### config.mk
export PLATFORM = sky130hd
export DESIGN_NAME = uart_rx_loader
export DESIGN_NICKNAME = d
export VERILOG_FILES = /design/src/rtl/uart_rx_loader.sv
export SDC_FILE = /design/constraint.sdc
export NUM_CORES = 1
export LEC_CHECK = 0
export ABC_AREA = 1
export BUFFER_PORTS_ARGS = -buffer_cell sky130_fd_sc_hd__buf_4
export CELL_PAD_IN_SITES_DETAIL_PLACEMENT = 0
export CELL_PAD_IN_SITES_GLOBAL_PLACEMENT = 1
export CORE_UTILIZATION = 45
export CTS_CLUSTER_DIAMETER = 150
export DETAILED_ROUTE_END_ITERATION = 10
export HOLD_SLACK_MARGIN = 0.1
export PLACE_DENSITY_LB_ADDON = 0.1
export SETUP_SLACK_MARGIN = 0.1
export SYNTH_ARGS = -nofsm -noshare
export SYNTH_HDL_FRONTEND = slang
export SYNTH_SLANG_ARGS = --single-unit
### constraint.sdc
create_clock -name clk -period 4.2 [get_ports clk]
set_input_delay 0.63 -clock clk [delete_from_list [all_inputs] [get_ports clk]]
set_output_delay 0.63 -clock clk [all_outputs]
set_load 0.01 [all_outputs]
### src/rtl/uart_rx_loader.sv
// UART 8N1 receiver that streams each received byte into a frame buffer BRAM
// and pulses load_done once the last pixel of a frame has been written.
module uart_rx_loader #(
  parameter int CLKS_PER_BIT = 868,
  parameter int NUM_PIXELS   = 4096,
  parameter int ADDR_W       = 16
) (
  input  logic              clk,
  input  logic              rst,
  input  logic              rx,
  output logic              wr_en,
  output logic [ADDR_W-1:0] wr_addr,
  output logic [7:0]        wr_data,
  output logic              load_done,
  output logic              busy,
  output logic              frame_err
);

  localparam int CNT_W = (CLKS_PER_BIT > 1) ? $clog2(CLKS_PER_BIT) : 1;
  localparam logic [CNT_W-1:0]  HALF_LAST = CNT_W'(CLKS_PER_BIT / 2 - 1);
  localparam logic [CNT_W-1:0]  BIT_LAST  = CNT_W'(CLKS_PER_BIT - 1);
  localparam logic [ADDR_W-1:0] PIX_LAST  = ADDR_W'(NUM_PIXELS - 1);

  typedef enum logic [2:0] {IDLE, START, DATA, STOP, WRITE, DONE} state_t;

  state_t            state, state_nxt;
  logic              rx_p0, rx_p1;
  logic [CNT_W-1:0]  cnt, cnt_nxt;
  logic [2:0]        bit_idx, bit_idx_nxt;
  logic [7:0]        shreg, shreg_nxt;
  logic [ADDR_W-1:0] pix, pix_nxt;
  logic              ferr_nxt;

  // Stage p0 -> p1: metastability synchronizer, idles high like the line
  always_ff @(posedge clk or posedge rst) begin
    if (rst) begin
      rx_p0 <= 1'b1;
      rx_p1 <= 1'b1;
    end else begin
      rx_p0 <= rx;
      rx_p1 <= rx_p0;
    end
  end

  always_ff @(posedge clk or posedge rst) begin
    if (rst) begin
      state     <= IDLE;
      cnt       <= '0;
      bit_idx   <= '0;
      shreg     <= '0;
      pix       <= '0;
      frame_err <= 1'b0;
    end else begin
      state     <= state_nxt;
      cnt       <= cnt_nxt;
      bit_idx   <= bit_idx_nxt;
      shreg     <= shreg_nxt;
      pix       <= pix_nxt;
      frame_err <= ferr_nxt;
    end
  end

  always_comb begin
    state_nxt   = state;
    cnt_nxt     = cnt + CNT_W'(1);
    bit_idx_nxt = bit_idx;
    shreg_nxt   = shreg;
    pix_nxt     = pix;
    ferr_nxt    = frame_err;
    unique case (state)
      IDLE: begin
        cnt_nxt = '0;
        if (!rx_p1) state_nxt = START;
      end
      // Mid-bit check of the start bit filters short low glitches
      START: begin
        if (cnt == HALF_LAST) begin
          cnt_nxt     = '0;
          bit_idx_nxt = '0;
          state_nxt   = rx_p1 ? IDLE : DATA;
        end
      end
      DATA: begin
        if (cnt == BIT_LAST) begin
          cnt_nxt            = '0;
          shreg_nxt[bit_idx] = rx_p1;
          bit_idx_nxt        = bit_idx + 3'd1;
          if (bit_idx == 3'd7) state_nxt = STOP;
        end
      end
      STOP: begin
        if (cnt == BIT_LAST) begin
          cnt_nxt = '0;
          if (rx_p1) begin
            state_nxt = WRITE;
          end else begin
            ferr_nxt  = 1'b1;
            state_nxt = IDLE;
          end
        end
      end
      WRITE: begin
        cnt_nxt = '0;
        if (pix == PIX_LAST) begin
          pix_nxt   = '0;
          state_nxt = DONE;
        end else begin
          pix_nxt   = pix + ADDR_W'(1);
          state_nxt = IDLE;
        end
      end
      DONE: begin
        cnt_nxt   = '0;
        state_nxt = IDLE;
      end
      default: state_nxt = IDLE;
    endcase
  end

  assign wr_en     = (state == WRITE);
  assign load_done = (state == DONE);
  assign busy      = (state != IDLE);
  assign wr_addr   = pix;
  assign wr_data   = shreg;

endmodule

# == Word-level counts from Yosys, hierarchy flattened ==
# Index checks and enable logic that the tools add are counted.
# classes
reduce_logical,10
n_mux,19
order_cmp,2
bitwise,1
eq_ne,14
n_addsub,3
# ops
operator,n
10-bit case mux with 3 select lines,1
3-bit two-way mux,9
10-bit two-way mux,2
"16-bit by 1-bit adder with 16-bit output, second input constant",1
"16-bit by 12-bit equality test with 1-bit output, second input constant",1
16-bit two-way mux,1
3-bit case mux with 5 select lines,1
"10-bit by 1-bit adder with 10-bit output, second input constant",1
"10-bit equality test, second input constant",1
"10-bit by 9-bit equality test with 1-bit output, second input constant",1
"2-bit inequality test, second input constant",5
"3-bit equality test, second input constant",3
8-bit bitwise mux,1
"3-bit by 2-bit equality test with 1-bit output, second input constant",2
3-bit case mux with 2 select lines,1
3-bit AND reduction,2
5-bit AND reduction,1
"3-bit by 4-bit less-than comparator with 1-bit output, second input constant",1
"3-bit by 1-bit adder with 3-bit output, second input constant",1
1-bit demux with 3-bit select,1
"3-bit by 1-bit equality test with 1-bit output, second input constant",1
"3-bit by 1-bit >= comparator with 1-bit output, second input constant",1
3-bit logical NOT,1
3-bit nonzero test,1
other kinds (8),8
# totals
input_bits,3
wordCells,57
ff_bits,43

# == Longest topological paths before layout ==
# depth
depth_word,5
ltp_mapped,11

# == Worst setup path before layout ==
# OpenSTA, ideal clock, no wires.
# synth_timing
kind,flip-flop to output port
startpoint,register state[1]
endpoint,output wr_en
path_buffers,1
slack_ps,2738
arrival_time_ps,832
path_stages_with_launch,5
cell_sequence,dfrtp_1 > inv_1 > nand2_2 > nor2_4 > buf_6
# synth_via
elab_chain_len,1
# synth_rtl
element,line,source
from (decl),26,"state_t state, state_nxt;"
from (signal assigned),54,state <= state_nxt;
3-bit equality test,120,assign wr_en = (state == WRITE);
to (decl),11,"output logic wr_en,"
# Every way passes these cells.

# == Worst setup path in the final report ==
# Same ends and word-level chain as after synthesis.

==> impl_metrics.yaml <==
synthesis:
  postSynth.asyncResetShare_pct: 100.0
  yosys.area_share.simple_pct: 36.48
  synth_seq_cells: 43
  syn_avg_cell_area_um2: 7.750
  yosys_warnings: 0
  synth_edf_count: 0
  synth_top_family_by_area: "simple AND/OR/NAND/NOR gates"
  ys_seq_area_share_pct: 45.78
  syn_nets: 312
  synthDistinctLibCells: 29
  synth_ff_type: "dfrtp_1"
  synth_compound_area_share_pct: 3.983
  synthMuxAreaShare_pct: 0
  synth_xor_area_share_pct: 4.089
  netlist_instances: 304
  synth_area_um2: 2356
  synthAdderAreaFrac_pct: 2.655
finish:
  final_net_count: 347
  layout_common_cells: "nand2_1 (83), nor2_1 (41), dfrtp_1 (41)"
  drive_above_1_share_pct: 19.12
  stdcell_count: 407
  diodes: 0
  syn_to_final_growth_pct: 16.57
  final_cell_area_um2: 2746
  final_common_cell: "nand2_1"
placed_design:
  io_buffers: 30
  dp_cells: 399
  finalWeightedCongestion: 0.8102
  post_dp_cell_area_um2: 2646
  dp_hpwl_um: 3438
setup_path:
  crit_arrival_ps: 1340
  critPathRequiredTime_ps: 3570
  cp-end-kind: "primary output"
  r2r_slack_ps: 2610
  crit_fanout: 12
  criticalPathCategory: "register to primary output"
  critPathLaunchType: "register"
timing:
  period_share_pct: 46.90
  rsz0062_at_grt: "no"
  slew_violations: 0
  layout_min_cycle_time_ps: 1970
  relSlewSlack_pct: 63.04
  fin_tns_setup_ps: 0
  tightest_slew_ps: 554.3
  max_freq_mhz: 507.6
  fin_worst_skew_ps: 9.943
  hold_violations: 0
  setup_viol_count_final: 0
global_routing:
  grtUsageTotal_pct: 19.33
  first_global_vias: 1790
  antenna_found_initial: 0
  grt_max_degree: 44
  grt-ovfl-total: 0
  grt_pass1_wl_um: 8100
die:
  rows: 25
  dieArea_um2: 5529
  die_y_um: 74.36
  initial_core_util_pct: 48.28
  die_x_um: 74.36
  core_um2: 4880
  num_io_pins: 31
detailed_routing:
  firstDrtPassIters: 4
  routed_wl_um: 4596
  wl_per_cell_um: 11.29
  first_iter_violations: 103
  viasPerCell: 4.789
  vias: 1949
  drc: 0
  ant_nets: 0
clock_network:
  cts_resized: 0
  cts_buffer_depth: 2
  cts_hold_buffers: 0
  htree_num_levels: 2
  cts_buffers: 5
  clkSinkCount: 43
  post_cts_buffers: 0
  cts_root_buf: "clkbuf_8"
  cts_tree: "built"
  clock_latency_ps: 290
  clk_pin_slew_ps: 80
power:
  peakVddDrop_mv: 0.2060
  power_per_cell_area_nw_per_um2: 259.0
  p_leak_uw: 0.001382
flow_run:
  maxCapViolCount: 0
outcome:
  status: "finished, final reports clean"
hold_path:
  hold_path.class: "register to register"
cell usage after synthesis, types with 2 or more instances:
library cell / n / area, µm²
nand2_1: 83 / 311.6
dfrtp_1: 41 / 1026
nor2_1: 41 / 153.9
inv_1: 32 / 120.1
nand3_1: 30 / 150.1
o21ai_0: 11 / 55.05
xor2_1: 9 / 78.83
nor2_2: 7 / 43.79
nor3_1: 7 / 35.03
nand4_1: 6 / 37.54
ha_1: 5 / 62.56
inv_2: 5 / 18.77
nand2_2: 5 / 31.28
a21oi_1: 2 / 10.01
buf_6: 2 / 22.52
dfstp_2: 2 / 52.55
nand3_2: 2 / 20.02
nor2_4: 2 / 22.52
xnor2_1: 2 / 17.52
area by class of cell:
type                       count  area [µm²]
multi-input combinational    221        1112
tap                           67       83.83
timing repair buffer          31       232.7
fill                         506        2133
clock buffer                   8       100.1
sequential                    43        1079
inverter                      37       138.9
power by group:
part	switching (µW)	total, µW	internal (µW)
Combinational	8.36	10.4	2.02
Sequential	1.99	417	415
Clock	133	284	150
Total	144	711	568
logic make-up (layout without fill, tap and decap cells):
kind of cell             Yosys count  in the layout
AND/OR/NAND/NOR                  188            188
adder cells (fa/ha/maj)            5              5
buffers and inverters             40             76
AO/OA/AOI/OAI                     17             17
flip-flops                        43             43
XOR/XNOR                          11             11
metal layers:
layer	GRT usage, %	part of all wire, %	up-vias	wire length, µm
met1	28.67	55	887	2518
li1	-	-	1027	-
met2	28.48	40	31	1851
met4	5.031	0.81	0	37
met5	0	0	-	0
met3	4.472	4.1	4	188
critical path: stages (launching register included):
cell and delay [ps]:
dfrtp_1 430, inv_1 100, nand2_2 70, nor2_4 260, buf_4 180
per-stage QoR:
stage / hold slack, ps / power, µW / worst slack [ps] / utilization (%)
final: 347.5 / 711.4 / 2230 / 56.28
after detailed placement: 348.7 / 436.9 / 2536 / 54.23
after global placement: 345.5 / 436.6 / 2537 / 54.23
after floorplan: 345.2 / 431.4 / 2571 / -
after global routing: 359.7 / 738.8 / 2075 / 56.28
after CTS: 354.6 / 721.9 / 2217 / 56.28
state kept, by name, indices dropped and copies added, names as in the netlist:
| name | flops |
|---|---|
| rx_p1 | 1 |
| frame_err | 1 |
| rx_p0 | 1 |
| bit_idx | 3 |
| wr_data | 8 |
| state | 3 |
| wr_addr | 16 |
| cnt | 10 |
path summary, 6_finish.rpt:
path / startpoint / end / cells past startpoint
setup / recovery: state[1]$_DFFE_PP0P_ / wr_en / 4
hold / removal: rx_p0$_DFF_PP1_ / rx_p1$_DFF_PP1_ / 0
hold reg to reg: rx_p0$_DFF_PP1_ / rx_p1$_DFF_PP1_ / 0
min in group asynchronous: rst / wr_addr[6]$_DFFE_PP0P_ / 3
setup reg to reg: cnt[0]$_DFF_PP0_ / cnt[9]$_DFF_PP0_ / 8
max in group asynchronous: rst / rx_p0$_DFF_PP1_ / 3
Note: power is estimated with default switching activity, not from simulation.
